### config.mk
export PLATFORM = sky130hd
export DESIGN_NAME = apb_timer
export DESIGN_NICKNAME = d
export VERILOG_FILES = /design/src/rtl/apb_timer.sv
export SDC_FILE = /design/constraint.sdc
export NUM_CORES = 1
export LEC_CHECK = 0
export ABC_AREA = 1
export CORE_ASPECT_RATIO = 1.5
export CORE_UTILIZATION = 40
export CTS_CLUSTER_DIAMETER = 40
export CTS_CLUSTER_SIZE = 25
export DETAILED_ROUTE_END_ITERATION = 7
export GPL_TIMING_DRIVEN = 0
export HOLD_SLACK_MARGIN = 0.1
export SYNTH_ARGS = -nofsm -noshare
export SYNTH_HDL_FRONTEND = slang
export SYNTH_SLANG_ARGS = --single-unit
### constraint.sdc
create_clock -name pclk -period 3.2 [get_ports pclk]
set_clock_uncertainty 0.05 [all_clocks]
set_input_delay 0.64 -clock pclk [delete_from_list [all_inputs] [get_ports pclk]]
set_output_delay 0.64 -clock pclk [all_outputs]
set_load 0.01 [all_outputs]
### src/rtl/apb_timer.sv
// apb_timer: 32-bit down-counting APB timer with an 8-bit prescaler,
// periodic or one-shot reload and a maskable level interrupt.
module apb_timer #(
    parameter int DW  = 32,
    parameter int AW  = 12,
    parameter int PSW = 8
) (
    input  logic          pclk,
    input  logic          prst,
    input  logic          psel,
    input  logic          penable,
    input  logic          pwrite,
    input  logic [AW-1:0] paddr,
    input  logic [DW-1:0] pwdata,
    output logic [DW-1:0] prdata,
    output logic          pready,
    output logic          pslverr,
    output logic          timer_irq
);
    localparam int WW = AW - 2;

    logic           r_enable;
    logic           r_irq_en;
    logic           r_periodic;
    logic [PSW-1:0] r_prescale;
    logic [PSW-1:0] r_pcnt;
    logic [DW-1:0]  r_load;
    logic [DW-1:0]  r_value;
    logic           r_irq_raw;

    logic [WW-1:0]  w_word;
    logic           w_sel_ctrl, w_sel_load, w_sel_value, w_sel_stat, w_mapped;
    logic           w_wr, w_wr_ctrl, w_wr_load, w_wr_stat;
    logic           w_tick, w_expire, w_tick_upd, w_start;
    logic           w_unused;

    assign w_word      = paddr[AW-1:2];
    assign w_unused    = ^paddr[1:0];
    assign w_sel_ctrl  = (w_word == WW'(0));
    assign w_sel_load  = (w_word == WW'(1));
    assign w_sel_value = (w_word == WW'(2));
    assign w_sel_stat  = (w_word == WW'(3));
    assign w_mapped    = w_sel_ctrl | w_sel_load | w_sel_value | w_sel_stat;

    assign w_wr      = psel & penable & pwrite;
    assign w_wr_ctrl = w_wr & w_sel_ctrl;
    assign w_wr_load = w_wr & w_sel_load;
    assign w_wr_stat = w_wr & w_sel_stat;

    // A register write in the tick cycle wins over the tick's VALUE/enable update,
    // but the interrupt still latches so an expiry is never silently lost.
    assign w_tick     = r_enable & (r_pcnt == r_prescale);
    assign w_expire   = w_tick & (r_value == DW'(1));
    assign w_tick_upd = w_tick & ~w_wr_ctrl & ~w_wr_load;
    assign w_start    = w_wr_ctrl & ~r_enable & pwdata[0];

    always_ff @(posedge pclk or posedge prst) begin
        if (prst) begin
            r_enable   <= 1'b0;
            r_irq_en   <= 1'b0;
            r_periodic <= 1'b0;
            r_prescale <= '0;
            r_pcnt     <= '0;
            r_load     <= '0;
            r_value    <= '0;
            r_irq_raw  <= 1'b0;
        end else begin
            if (w_wr_ctrl) begin
                r_enable   <= pwdata[0];
                r_irq_en   <= pwdata[1];
                r_periodic <= pwdata[2];
                r_prescale <= pwdata[4 +: PSW];
            end else if (w_tick_upd && w_expire && !r_periodic) begin
                r_enable <= 1'b0;
            end

            if (w_wr_load) begin
                r_load <= pwdata;
            end

            if (w_wr_load) begin
                r_value <= pwdata;
            end else if (w_tick_upd) begin
                if (w_expire) begin
                    r_value <= r_periodic ? r_load : '0;
                end else if (r_value != '0) begin
                    r_value <= r_value - DW'(1);
                end
            end

            if (w_wr_load || w_start) begin
                r_pcnt <= '0;
            end else if (r_enable) begin
                r_pcnt <= w_tick ? '0 : r_pcnt + PSW'(1);
            end

            if (w_expire) begin
                r_irq_raw <= 1'b1;
            end else if (w_wr_stat && pwdata[0]) begin
                r_irq_raw <= 1'b0;
            end
        end
    end

    always_comb begin
        prdata = '0;
        if (psel && !pwrite) begin
            if (w_sel_ctrl) begin
                prdata[0]         = r_enable;
                prdata[1]         = r_irq_en;
                prdata[2]         = r_periodic;
                prdata[4 +: PSW]  = r_prescale;
            end else if (w_sel_load) begin
                prdata = r_load;
            end else if (w_sel_value) begin
                prdata = r_value;
            end else if (w_sel_stat) begin
                prdata[0] = r_irq_raw;
            end
        end
    end

    assign pready    = 1'b1;
    assign pslverr   = psel & penable & (~w_mapped | (pwrite & w_sel_value));
    assign timer_irq = r_irq_raw & r_irq_en;
endmodule

After elaboration in Yosys (flattened, before gate mapping)
Index checks and enable logic that the tools add are counted.

operators by class
  add/sub/neg operators = 2
  equality and inequality tests = 5
  multiplexer cells = 21
  bitwise gates (word level) = 22
  reductions and logical operators = 15

operators with widths
  cell                                                                     number
  32-bit 2-to-1 mux                                                        7
  32-bit by 1-bit equality test with 1-bit output (second input constant)  1
  8-bit 2-to-1 mux                                                         4
  32-bit nonzero test                                                      1
  32-bit by 1-bit subtractor with 32-bit output (second input constant)    1
  31-bit 2-to-1 mux                                                        1
  10-bit by 2-bit equality test with 1-bit output (second input constant)  2
  20-bit 2-to-1 mux                                                        1
  1-bit AND                                                                14
  10-bit by 1-bit equality test with 1-bit output (second input constant)  1
  10-bit logical NOT                                                       1
  8-bit by 1-bit adder with 8-bit output (second input constant)           1
  8-bit equality test                                                      1
  2-bit nonzero test                                                       4
  1-bit 2-to-1 mux                                                         7
  1-bit logical AND                                                        4
  1-bit NOT                                                                4
  1-bit bitwise OR                                                         4
  3-bit 2-to-1 mux                                                         1
  3-bit nonzero test                                                       1
  1-bit logical NOT                                                        2
  2-bit AND reduction                                                      1
  1-bit logical OR                                                         1

storage, ports and cells
  bits in registers = 84
  input port bits = 49
  output and inout port bits = 35
  logic and storage cells = 73

Longest topological paths before layout
Gate-level depths: netlist of the first run.

  depth after elaboration = 10
  mapped depth = 13
  mapped depth without buffers = 12

Worst setup path after synthesis of the first run
No wires, ideal clock.

  kind = input to output
  from = input port paddr[9]
  to = output port prdata[21]
  arrival = 1.865 ns
  data required time = 2.510 ns
  setup slack = 0.645 ns
  cell stages on the path = 8
  path buffers = 1
  path through = nor2_1 nand2_1 nor3_4 nand3_2 clkinv_2 clkbuf_1 nand2_1 a21oi_1

between the ends
  word-level cells in the longest chain between the ends = 5
  elaborated cells on any way between the ends = 7
  classes of those cells = eq/ne (2); mux (4); reduce/logical (1)

ends and longest elaborated chain
  what                                             RTL line  text
  start: declaration                               13        input logic [AW-1:0] paddr,
  10-bit by 2-bit equality test with 1-bit output  41        assign w_sel_value = (w_word == WW'(2));
  31-bit 2-to-1 mux                                115       end else if (w_sel_value) begin
  32-bit 2-to-1 mux                                113       end else if (w_sel_load) begin
  20-bit 2-to-1 mux (*)                            108       if (w_sel_ctrl) begin
  32-bit 2-to-1 mux (*)                            107       if (psel && !pwrite) begin
  end: declaration                                 15        output logic [DW-1:0] prdata,

Every way passes the cells marked *; elsewhere a longest branch is shown, timed or not.

Worst setup path in the final report of the first run
  from = input port paddr[8]
  to = output port prdata[28]

The elaborated chain is that of the path after synthesis.

==> impl_metrics.tcl, run 1 <==
set metrics [dict create \
    antenna_found_initial 0 \
    post-dp-hpwl_um 16700 \
    setup_viol 0 \
    synth_cells 989 \
    portBuffers 80 \
    status "finished clean" \
    fin_util 0.507 \
    ys.flop_type "dfrtp_1" \
    grt_pass1_wl_um 35200 \
    drt_iter0_drc 343 \
    drt-pass1-iter-count 5 \
    cp.required_ps 2510 \
    ctsHoldBuffers 0 \
    routabilityCongestion 0.932 \
    yosys-top-cells-count "331 x nand2_1, 115 x nor2_1, 111 x inv_1" \
    power_density_nw_per_um2 311 \
    post_drt_via_cell_ratio 5.16 \
    overflow 0 \
    dieArea_um2 16000 \
    ir_drop_mv 0.275 \
    synth_top_area_share 0.340 \
    path_clk_slew_ps 60 \
    numCtsBuffers 9 \
    cts.sink_count 84 \
    drive_above_1_share 0.128 \
    synthArstFlopShare 1.00 \
    period_share 0.953 \
    startpoint_type "input port" \
    grt_usage 0.295 \
    grt_pass1_vias 6744 \
    p_leak_nw 3.90 \
    grt_max_degree 47 \
    num-fill-cells 1590 \
    post_drt_wl_per_cell_um 17.0 \
    clock_latency_ps 350 \
    crit_type "in2out" \
    path_buf_inv 4 \
    slowest_delay_ps 410 \
    avgSynthCellArea_um2 6.25 \
    worst_pin_slew_ps 639 \
    worstPathMaxFanout 10 \
    finalSetupTns_ps 0 \
    ant_nets 0 \
    slew_viol_final 0 \
    die_h_um 154 \
    clockRootBuffer "clkbuf_16" \
    crit_slowest_cell "clkdlybuf4s50_1" \
    yosysTopAreaCell "dfrtp_1" \
    layout.nets 1143 \
    fin_total_pwr_mw 2.37 \
    boundaryPins 84 \
    cts_tree "yes" \
    ys_ff_latch 84 \
    rows 55 \
    yosysUniqueCellTypes 37 \
    drcViolationCount 0 \
    cp_top_family "buffers and inverters" \
    min_path_type "reg2reg" \
    maxCapViolations 0 \
    worst_ep_arrival_time_ps 2360 \
    slew_headroom 0.574 \
    ys_seq_area_frac 0.340 \
    die_x_um 103 \
    setup.worst_path.end_class "output pin" \
    synth.most_common_cell "nand2_1" \
    area_growth_pct 23.6 \
    yosys-top-cells-area "dfrtp_1 34%, nand2_1 20%, nand3_1 7.9%" \
    vias 6678 \
    coreArea_um2 15100 \
    finalHoldViolCount 0 \
    wl_um 21900 \
    synthesis.nets 1041 \
    ys.warnings.count 0 \
    synth_edf_count 0 \
    dp_cells 1269 \
    start_util 0.410 \
    layout.cells.non_filler 1294 \
    synth.cell_area_um2 6180 \
    crit_path_cell_trace "clkdlybuf4s50_1 -> nor2_2 -> nand2_2 -> nor3_4 -> nand3_4 -> clkinv_8 -> buf_8 -> nand2_1 -> a21oi_1 -> clkdlybuf4s15_1" \
    antennaDiodeCount 0 \
    cts_buffer_depth 2 \
    cts_max_level 3 \
    max_clock_freq_ghz 0.328 \
    fin_crit_ps 3050 \
]
[through the flow]
step,hold WS [ps],worst slack (ps),area [um2]
floorplan,413,345,6180
global placement,434,-1300,7230
detailed placement,434,-865,7260
CTS,449,-32.6,7690
global route,473,-0.315,7640
finish,448,149,7640
[flip-flops by register name, summed over array words and instances (netlist names)]
register	flops
r_irq_raw	1
r_value	32
r_pcnt	8
r_periodic	1
r_enable	1
r_load	32
r_irq_en	1
r_prescale	8
[worst paths after layout]
kind | from | end | slack [ps] | depth (start not counted)
worst max-delay path | paddr[8] | prdata[28] | 150 | 10
worst min register to register | r_load[9] | r_load[9] | 450 | 2
worst max register to register | r_pcnt[5] | r_value[2] | 770 | 12
min in group asynchronous | prst | r_pcnt[4] | 650 | 2
worst min-delay path | r_load[9] | r_load[9] | 450 | 2
max in group asynchronous | prst | r_value[13] | 1820 | 3
[layout by cell type (no fill, tap or decap), drive strengths merged, types with 2 or more instances in the layout]
master | netlist | final
a21oi | 72 | 72
inv | 113 | 113
nand2 | 335 | 335
nor3 | 5 | 5
dlygate4sd2 | 0 | 5
nand4 | 6 | 6
clkdlybuf4s50 | 0 | 46
xor2 | 8 | 8
nand3 | 102 | 102
xnor2 | 2 | 2
clkinv | 3 | 5
clkbuf | 17 | 43
ha | 3 | 3
o21ai | 62 | 62
nor2 | 138 | 138
o221ai | 4 | 4
dfrtp | 84 | 84
nand3b | 2 | 2
buf | 22 | 42
o211ai | 2 | 2
and2 | 2 | 2
clkdlybuf4s15 | 0 | 5
[what timing repair did]
item                                    4_1_cts  5_1_grt
buffers inserted                              9        2
endpoints found under the setup margin       33       32
pin swaps                                     6        5
resized for setup                            93       51
[tightest hold or removal path, stage by stage (launching register included)]
cell	delay, ps
dfrtp_1	340
nand2_1	60
nand2_1	60
[where the power goes]
part           total, mW  leakage, nW  switching [mW]  internal, mW
sequential          1.09         1.10          0.0186          1.07
combinational      0.223         2.67           0.127        0.0960
clock               1.06        0.136           0.456         0.602
total               2.37         3.90           0.601          1.77
[area by class of cell]
cell class                      instances  area, um2  share of cell area
Clock inverter                          4       51.3             0.00672
Tap cell                              199        249              0.0326
Buffer                                 38        267              0.0349
Timing Repair Buffer                   92        790               0.103
Clock buffer                           11        233              0.0305
Inverter                              116        458              0.0600
Multi-Input combinational cell        750       3490               0.457
Sequential cell                        84       2100               0.275
[kinds of logic after synthesis]
| group | share of synthesized area |
|---|---|
| buf+inv | 0.107 |
| xor+xnor | 0.0142 |
| compound gates | 0.128 |
| flops | 0.340 |
| simple gates | 0.404 |
| other cells | 0.000607 |
| fa+ha+maj | 0.00608 |
[metal layers]
| metal | track usage | vias up | routed length (um) |
|---|---|---|---|
| met3 | 0.0298 | 54 | 672 |
| met2 | 0.541 | 150 | 12000 |
| met4 | 0.151 | 0 | 919 |
| met1 | 0.326 | 3129 | 8340 |
| met5 | 0 | - | 0 |
| li1 | - | 3345 | - |
Note: power is estimated with default switching activity, not from simulation.
==> run 2: changes to the inputs <==
CAP_MARGIN = 20   (was default)
clock period = 2.7 ns   (was 3.2 ns; I/O delays follow)
==> run 2 against run 1 <==
Effect of this change:
- clock-buffer cell count is 1 higher
- sequential share of layout area down 1.0 points
- non-clock buffer count is 7 higher
- first-iteration DRC count decreased by 2.0%
- largest cell class unchanged
- wire length grew 1.9%
- final cell count increased by 0.70%
- flip-flop and latch count stayed put
- core utilization increased by 2.0 points
- global-route usage hardly changed
- die area unchanged
- critical endpoint is now prdata[24]
- combinational power increased by 22%
==> impl_metrics.tcl, run 2 (synthesis gave the netlist of run 1 again) <==
set metrics [dict create \
    placed_area_um2 7280 \
    num-fill-cells 1579 \
    fin_area_um2 7940 \
    worst_ep_arrival_time_ps 2000 \
    layout.cells.non_filler 1303 \
    cts.sink_count 84 \
    dp_cells 1270 \
    grt_pass1_vias 6824 \
    final_cell_mix "319 x nand2_1, 110 x nor2_1, 107 x inv_1" \
    drcViolationCount 0 \
    antenna_found_initial 0 \
    reg_top3 "r_load: 32 flops, r_value: 32 flops" \
    holdWs_ps 454 \
    max_clock_freq_ghz 0.386 \
    post-dp-hpwl_um 16700 \
    layout.nets 1151 \
    crit_type "in2out" \
    drive_above_1_share 0.170 \
    drt-pass1-iter-count 5 \
    clock_latency_ps 360 \
    drt_iter0_drc 336 \
    cp.required_ps 2110 \
    post_drt_wl_per_cell_um 17.2 \
    dieArea_um2 16000 \
    setup_viol 0 \
    min_path_type "reg2reg" \
    cts_max_level 3 \
    startpoint_type "input port" \
    grt_max_degree 40 \
    worst_pin_slew_ps 690 \
    coreArea_um2 15100 \
    ant_nets 0 \
    portBuffers 80 \
    power_density_nw_per_um2 371 \
    antennaDiodeCount 0 \
    routabilityCongestion 0.950 \
    status "finished clean" \
    worstPathMaxFanout 7 \
    ir_drop_mv 0.299 \
    grt_usage 0.294 \
    cts_buffer_depth 2 \
    slew_viol_final 0 \
    multi_input_comb_area_um2 3600 \
    vias 6708 \
    start_util 0.410 \
    layout_commonest_cell "nand2_1" \
    slew_headroom 0.539 \
    finalHoldViolCount 0 \
    numCtsBuffers 9 \
    post_drt_via_cell_ratio 5.15 \
    seqCellArea_um2 2100 \
    path_clk_slew_ps 70 \
    fin_crit_ps 2590 \
    period_share 0.960 \
    rows 55 \
    die_x_um 103 \
    rsz0062_at_grt "false" \
    overflow 0 \
    ctsHoldBuffers 0 \
    grt_pass1_wl_um 35100 \
    clockRootBuffer "clkbuf_16" \
    maxCapViolations 0 \
    cts_tree "yes" \
    die_h_um 154 \
    wl_um 22400 \
    setup.worst_path.end_class "output pin" \
    boundaryPins 84 \
    area_growth_pct 28.5 \
    p_leak_nw 4.10 \
]
run 2: cell types whose count changed in the layout (fill, tap and decap cells not counted), sizes merged:
cell,previous run,this run
buf,42,72
clkbuf,43,32
clkdlybuf4s15,5,1
clkdlybuf4s50,46,37
clkinv,5,6
dlymetal6s2s,0,2
run 2: area by class of cell:
type,instances,share of cell area
repair buffers,99,0.111
plain buffers,38,0.0384
multi-input cells,750,0.454
well taps,199,0.0314
inverters,116,0.0588
clock buffers,12,0.0336
clock inverters,4,0.00709
repair inverters,1,0.00110
flip-flops and latches,84,0.265
run 2: path summary, 6_finish.rpt:
check / from / to / slack (ps) / cells after the start
hold reg to reg: r_load[10] / r_load[10] / 450 / 2
hold / removal: r_load[10] / r_load[10] / 450 / 2
max in group asynchronous: prst / r_load[18] / 1380 / 3
setup / recovery: paddr[11] / prdata[24] / 110 / 10
setup reg to reg: r_pcnt[6] / r_value[9] / 220 / 12
min in group asynchronous: prst / r_pcnt[5] / 570 / 2
run 2: routing by layer:
layer	global-route usage	part of all wire	up-vias
met5	0	0	-
met4	0.143	0.045	0
met3	0.0375	0.036	66
met2	0.547	0.54	176
met1	0.317	0.38	3107
li1	-	-	3359
run 2: worst max-delay path, cell delays in order:
cell and delay (ps):
dlygate4sd2_1 230, inv_1 60, nand2_2 80, nor3_4 260, nand3_4 200, clkinv_8 150, clkbuf_16 160, nand2_4 40
a21oi_2 150, buf_2 150
run 2: power breakdown:
part           switching [mW]  internal [mW]
Sequential             0.0225           1.27
Clock                   0.576          0.799
Combinational           0.155          0.116
Total                   0.754           2.19
run 2: through the flow:
| stage | setup slack, ps | TNS, ps | total power [mW] | util |
|---|---|---|---|---|
| after CTS | -33.1 | -162 | 2.95 | 0.522 |
| after global placement | -1160 | -36190 | 1.57 | 0.480 |
| after detailed placement | -1160 | -36310 | 1.58 | 0.483 |
| after floorplan | 345 | 0 | 1.44 | - |
| after global routing | 13.4 | 0 | 3.02 | 0.527 |
| final | 109 | 0 | 2.94 | 0.527 |
run 2: timing repair:
item / CTS / global route
gates cloned: 3 / 1
gates resized for setup: 211 / 31
pin swaps: 16 / 20
setup endpoints to repair: 33 / 49
setup buffers: 13 / 1
